<file path="src/rtl/adc_dump_ctrl.sv">
// adc_dump_ctrl: streams captured ADC samples from the capture memory to the ADC pads under a divided CLK_RD.
// Build macro ADC_DUMP_LOOP_EN adds a loop_i input for endless repeated dumps (terminated only by abort/reset).
module adc_dump_ctrl #(
  parameter int DATA_W = 18,
  parameter int ADDR_W = 14,
  parameter int DIV_W  = 8
) (
  input  logic              clk_i,
  input  logic              rst_i,
  input  logic              start_i,
  input  logic              abort_i,
  input  logic [ADDR_W-1:0] base_addr_i,
  input  logic [ADDR_W:0]   length_i,
  input  logic [DIV_W-1:0]  clk_div_i,
`ifdef ADC_DUMP_LOOP_EN
  input  logic              loop_i,
`endif
  output logic              mem_rd_en_o,
  output logic [ADDR_W-1:0] mem_rd_addr_o,
  input  logic [DATA_W-1:0] mem_rd_data_i,
  output logic [DATA_W-1:0] adc_data_o,
  output logic              adc_data_valid_o,
  output logic              clk_rd_o,
  output logic              busy_o,
  output logic              done_o
);

  typedef enum logic [1:0] {IDLE, PREFETCH, RUN, DONE} state_e;

  state_e            state_q;
  logic [ADDR_W-1:0] base_q;
  logic [ADDR_W:0]   len_q;
  logic [ADDR_W:0]   idx_q;
  logic [DIV_W-1:0]  div_q;
  logic [DIV_W-1:0]  cnt_q;
  logic [DATA_W-1:0] pref_q;
  logic              loop_q;
  logic              first_q;
  logic              rd_pend_q;
  logic              rd_en_q;
  logic [ADDR_W-1:0] rd_addr_q;
  logic [DATA_W-1:0] data_q;
  logic              valid_q;
  logic              clk_rd_q;
  logic              busy_q;
  logic              done_q;

  logic loop_in;
`ifdef ADC_DUMP_LOOP_EN
  assign loop_in = loop_i;
`else
  assign loop_in = 1'b0;
`endif

  logic [DIV_W-1:0]  div_clamp_d;
  logic [ADDR_W:0]   idx_cur_d;
  logic [ADDR_W:0]   idx_new_d;
  logic              wrap_d;
  logic              rd_more_d;
  logic [ADDR_W-1:0] rd_addr_d;
  logic              tick_d;
  logic              fall_d;
  logic              finish_d;
  logic              launch_d;

  // Half-periods below 2 would leave no room for the one-cycle memory latency between launches.
  assign div_clamp_d = (clk_div_i < DIV_W'(2)) ? DIV_W'(2) : clk_div_i;

  // idx_q == len_q after the last launch; in loop mode that position aliases back to sample 0.
  assign idx_cur_d = (idx_q == len_q) ? '0 : idx_q;
  assign idx_new_d = idx_cur_d + (ADDR_W+1)'(1);
  assign wrap_d    = (idx_new_d == len_q);
  assign rd_more_d = !wrap_d || loop_q;
  assign rd_addr_d = base_q + (wrap_d ? '0 : idx_new_d[ADDR_W-1:0]);

  assign tick_d   = (cnt_q == div_q - DIV_W'(1));
  assign fall_d   = tick_d && clk_rd_q;
  assign finish_d = fall_d && (idx_q == len_q) && !loop_q;
  assign launch_d = first_q || (fall_d && !finish_d);

  always_ff @(posedge clk_i) begin
    if (rst_i) begin
      state_q   <= IDLE;
      base_q    <= '0;
      len_q     <= '0;
      idx_q     <= '0;
      div_q     <= '0;
      cnt_q     <= '0;
      pref_q    <= '0;
      loop_q    <= 1'b0;
      first_q   <= 1'b0;
      rd_pend_q <= 1'b0;
      rd_en_q   <= 1'b0;
      rd_addr_q <= '0;
      data_q    <= '0;
      valid_q   <= 1'b0;
      clk_rd_q  <= 1'b0;
      busy_q    <= 1'b0;
      done_q    <= 1'b0;
    end else if (abort_i) begin
      state_q   <= IDLE;
      cnt_q     <= '0;
      first_q   <= 1'b0;
      rd_pend_q <= 1'b0;
      rd_en_q   <= 1'b0;
      data_q    <= '0;
      valid_q   <= 1'b0;
      clk_rd_q  <= 1'b0;
      busy_q    <= 1'b0;
      done_q    <= 1'b0;
    end else begin
      done_q    <= 1'b0;
      rd_en_q   <= 1'b0;
      rd_pend_q <= rd_en_q;
      if (rd_pend_q) pref_q <= mem_rd_data_i;

      case (state_q)
        IDLE: begin
          if (start_i) begin
            busy_q <= 1'b1;
            if (length_i == '0) begin
              state_q <= DONE;
            end else begin
              base_q    <= base_addr_i;
              len_q     <= length_i;
              div_q     <= div_clamp_d;
              loop_q    <= loop_in;
              idx_q     <= '0;
              rd_en_q   <= 1'b1;
              rd_addr_q <= base_addr_i;
              state_q   <= PREFETCH;
            end
          end
        end
        PREFETCH: begin
          if (rd_pend_q) begin
            state_q  <= RUN;
            cnt_q    <= '0;
            clk_rd_q <= 1'b0;
            first_q  <= 1'b1;
          end
        end
        RUN: begin
          // The first launch stands in for a falling edge, so the divider holds at 0 for it.
          first_q <= 1'b0;
          if (first_q) begin
            cnt_q <= '0;
          end else if (tick_d) begin
            cnt_q    <= '0;
            clk_rd_q <= ~clk_rd_q;
          end else begin
            cnt_q <= cnt_q + DIV_W'(1);
          end
          if (launch_d) begin
            data_q  <= pref_q;
            valid_q <= 1'b1;
            idx_q   <= idx_new_d;
            if (rd_more_d) begin
              rd_en_q   <= 1'b1;
              rd_addr_q <= rd_addr_d;
            end
          end
          if (finish_d) begin
            data_q  <= '0;
            valid_q <= 1'b0;
            state_q <= DONE;
          end
        end
        DONE: begin
          done_q  <= 1'b1;
          busy_q  <= 1'b0;
          state_q <= IDLE;
        end
        default: state_q <= IDLE;
      endcase
    end
  end

  assign mem_rd_en_o      = rd_en_q;
  assign mem_rd_addr_o    = rd_addr_q;
  assign adc_data_o       = data_q;
  assign adc_data_valid_o = valid_q;
  assign clk_rd_o         = clk_rd_q;
  assign busy_o           = busy_q;
  assign done_o           = done_q;

endmodule

</file>
<file path="config.mk">
export PLATFORM = sky130hd
export DESIGN_NAME = adc_dump_ctrl
export DESIGN_NICKNAME = d
export VERILOG_FILES = /design/src/rtl/adc_dump_ctrl.sv
export SDC_FILE = /design/constraint.sdc
export NUM_CORES = 1
export LEC_CHECK = 0
export ABC_CLOCK_PERIOD_IN_PS = 10950
export CORE_AREA = 3 3 152 154
export DETAILED_ROUTE_END_ITERATION = 6
export DIE_AREA = 0 0 155 157
export GPL_ROUTABILITY_DRIVEN = 0
export PLACE_DENSITY = 0.58
export SKIP_LAST_GASP = 1
export SLEW_MARGIN = 20
export SYNTH_ARGS = -nofsm -noshare
export SYNTH_HDL_FRONTEND = slang
export SYNTH_SLANG_ARGS = --single-unit
</file>
<file path="constraint.sdc">
create_clock -name clk_i -period 10.95 [get_ports clk_i]
set_input_delay 1.6425 -clock clk_i [delete_from_list [all_inputs] [get_ports clk_i]]
set_output_delay 1.6425 -clock clk_i [all_outputs]
set_load 0.02 [all_outputs]
</file>
==> impl_results.md <==
- Final setup violation count: 0
- Tmin final: between 7 and 8 ns
- Slew HR: 23.4%
- Fin nets: 988
- CP max FO: 15
- Post-CTS Setup Inserts: 0
- Overall Power: 1.25 mW
- Library cells used by synthesis: a little over 70
- Syn_area_per_cell: between 7 and 8 sq um
- Post-route insts no fill: between 1000 and 1500
- Layout fillers: between 2000 and 2500
- Crit start category: register
- Clock transition at the registers of the reported paths: 0.05 ns
- Leakage: between 2 and 3 nW
- Status: finished, final reports clean
- RSZ-0062 raised after global routing: no
- Vias in the first global route: about 5800
- Initial antenna violation count: 0
- Setup CP Type: reg -> reg
- Initial core utilization: 30.1%
- CTS tree: built
- Die width: about 160 um
- DRC Markers: 0
- Slew of the pin with the lowest slew margin: about 1.1 ns
- Port bufs: 95
- Max Fclk: 0.133 GHz
- Die ar.: about 24000 sq um
- Async set-or-reset flop fraction in the synthesized netlist: 0%
- CTS Sinks: 119
- Dpl cell area: 7660 sq um
- YS warnings: 0
- First-pass GRT wire length: just over 30000 um
- Commonest non-fill, non-tap cell in the layout: nand2_1
- Post_cts resized: 0
- IR drop worst, VDD: approximately 0.10 mV
- Area Growth Syn to Fin: 27.0%
- Core Region: 21800 sq um
- WL/cell: around 16 um
- Max-cap violation count: 0
- Seq/Total Area, Yosys: 36.3%
- Hold Crit Class: reg -> reg
- Tot GR Track Use: 15.3%
- Number of flops mapped to enable cells by yosys: 0
- Most frequent cells in the layout: nand2_1, dfxtp_1, a21oi_1
- Vias per cell: 5.12
- Cells on worst reg2reg path: 24
- Antenna Cells: 0
- IO Pins: 96
- Dpl ws: between 3 and 4 ns
- Layout cells sized above 1: 6.95%
- Most used DFF post-synth: dfxtp_1
- Die H: around 160 um
- CP arrival: just under 8 ns
- Worst hold slack: 0.450 ns
- Post-Syn Instances: roughly 840
- Fin crit share: between 60% and 70%
- WHS Path Cells: 2
- Worst Hold Path EP: adc_data_o[4]
- Root Buffer: clkbuf_16
- H-tree depth: 4
- Worst-skew pair later-pin latency: 0.43 ns
- Largest net degree at the start of global routing: 88
- # hold bufs at CTS: 0
- Fin worst setup slack: 3.44 ns
- Routed Antenna Nets: 0
- Critical Path End Type: register
- Clock Tree Buf Depth: 2
- R2R setup slack: 3.44 ns
- Cell area power density: 150 nW/um^2
- Grt ovf: 0
- Hold Crit Start: adc_data_o[4]
- #FFs+latches synth: approximately 120
- Max Slew Vio Count: 0
- Post-route cell area: 8340 sq um
- Mapped cell area: between 6000 and 7000 sq um
- RR Startpoint: idx_q[10]
- Final setup TNS: 0 ns
- Via count: 6153
- Post-Place Cells: 1169
- Fin. Hold Viols: 0
- WP data required: around 11 ns
- CTS buffer count: 17
- Total wire length: 18600 um
- Final Util: 38.2%
- 1st-pass router iterations: 6
- Num rows: 54
- Setup Skew: 0.00651 ns
- Worst r2r dst: mem_rd_addr_o[13]
- Mapped Nets: 924
- Hpwl dp: between 10000 and 15000 um
- DR iter-0 viols: ~400
-- power breakdown --
group	total [mW]	leakage, nW	internal (mW)	switching (mW)
clock network	0.650	0.326	0.438	0.212
registers	0.459	0.965	0.447	0.0122
logic	0.145	1.68	0.0620	0.0828
total	1.25	2.97	0.947	0.307
-- how the worst max path moves through the flow --
stage,from,slack (ns),end,depth (start not counted)
5_1_grt,idx_q[10],2.64,mem_rd_addr_o[13],24
2_1_floorplan,idx_q[5],4.74,mem_rd_addr_o[13],26
3_5_place_dp,idx_q[10],3.60,mem_rd_addr_o[13],24
6_report,idx_q[10],3.44,mem_rd_addr_o[13],24
4_1_cts,idx_q[10],3.52,mem_rd_addr_o[13],25
3_3_place_gp,idx_q[2],3.86,mem_rd_addr_o[13],24
-- kinds of logic after synthesis --
group,synth area share [%]
simple gates,26.0
compound gates,20.4
flops,36.3
buf+inv,4.78
xor+xnor,6.80
fa+ha+maj,4.11
mux,1.68
-- registers in the layout (all words and copies together), names as in the netlist, 2 cells and up --
signal / cells
pref_q: 18
mem_rd_addr_o: 14
base_q: 14
cnt_q: 8
idx_q: 15
div_q: 8
len_q: 15
state_q: 2
adc_data_o: 18
-- final cells by class --
type	instances	area (sq um)	area share [%]
clock buffers	20	457	5.47
clock inverters	12	223	2.67
inverters	16	60.1	0.720
multi-input cells	653	3880	46.5
flip-flops and latches	119	2380	28.6
well taps	280	350	4.20
repair buffers	101	991	11.9
-- Yosys cell counts (10+ instances only) --
cell type / number / area (sq um)
a21oi_1: 106 / 531
clkbuf_1: 34 / 128
nor2_1: 75 / 282
and3_1: 10 / 62.6
xor2_1: 23 / 201
mux2i_1: 11 / 110
inv_1: 16 / 60.1
nor2b_1: 14 / 87.6
buf_2: 14 / 70.1
ha_1: 20 / 250
a211oi_2: 10 / 125
dfxtp_1: 119 / 2380
nand3_1: 35 / 175
nor3_1: 18 / 90.1
nand2_1: 161 / 604
o21ai_0: 17 / 85.1
xnor2_1: 28 / 245
-- worst max-delay path: stages, from the launching register on --
cell,delay (ns)
dfxtp_1,0.58
xnor2_1,0.17
nand4_1,0.11
nor2_1,0.40
nand2_1,0.39
and2_1,0.32
ha_1,0.41
inv_1,0.17
or3_1,0.20
xor2_1,0.18
o21ai_1,0.07
or4_1,0.49
a311o_1,0.36
nor4_4,0.54
or2_0,0.44
nor2b_1,0.12
ha_1,0.34
a2111oi_0,0.52
o21ai_0,0.23
a41o_1,0.30
a31o_2,0.27
or2_2,0.29
a211o_1,0.29
nand2_1,0.08
o32ai_2,0.06
-- metal layers --
metal	share of wire (%)	GRT usage, %	vias up
met5	0	0	-
met4	2.5	5.68	0
met3	5.8	4.01	43
met2	42	23.1	209
met1	49	21.2	2826
li1	-	-	3075
Note: power is estimated with default switching activity, not from simulation.
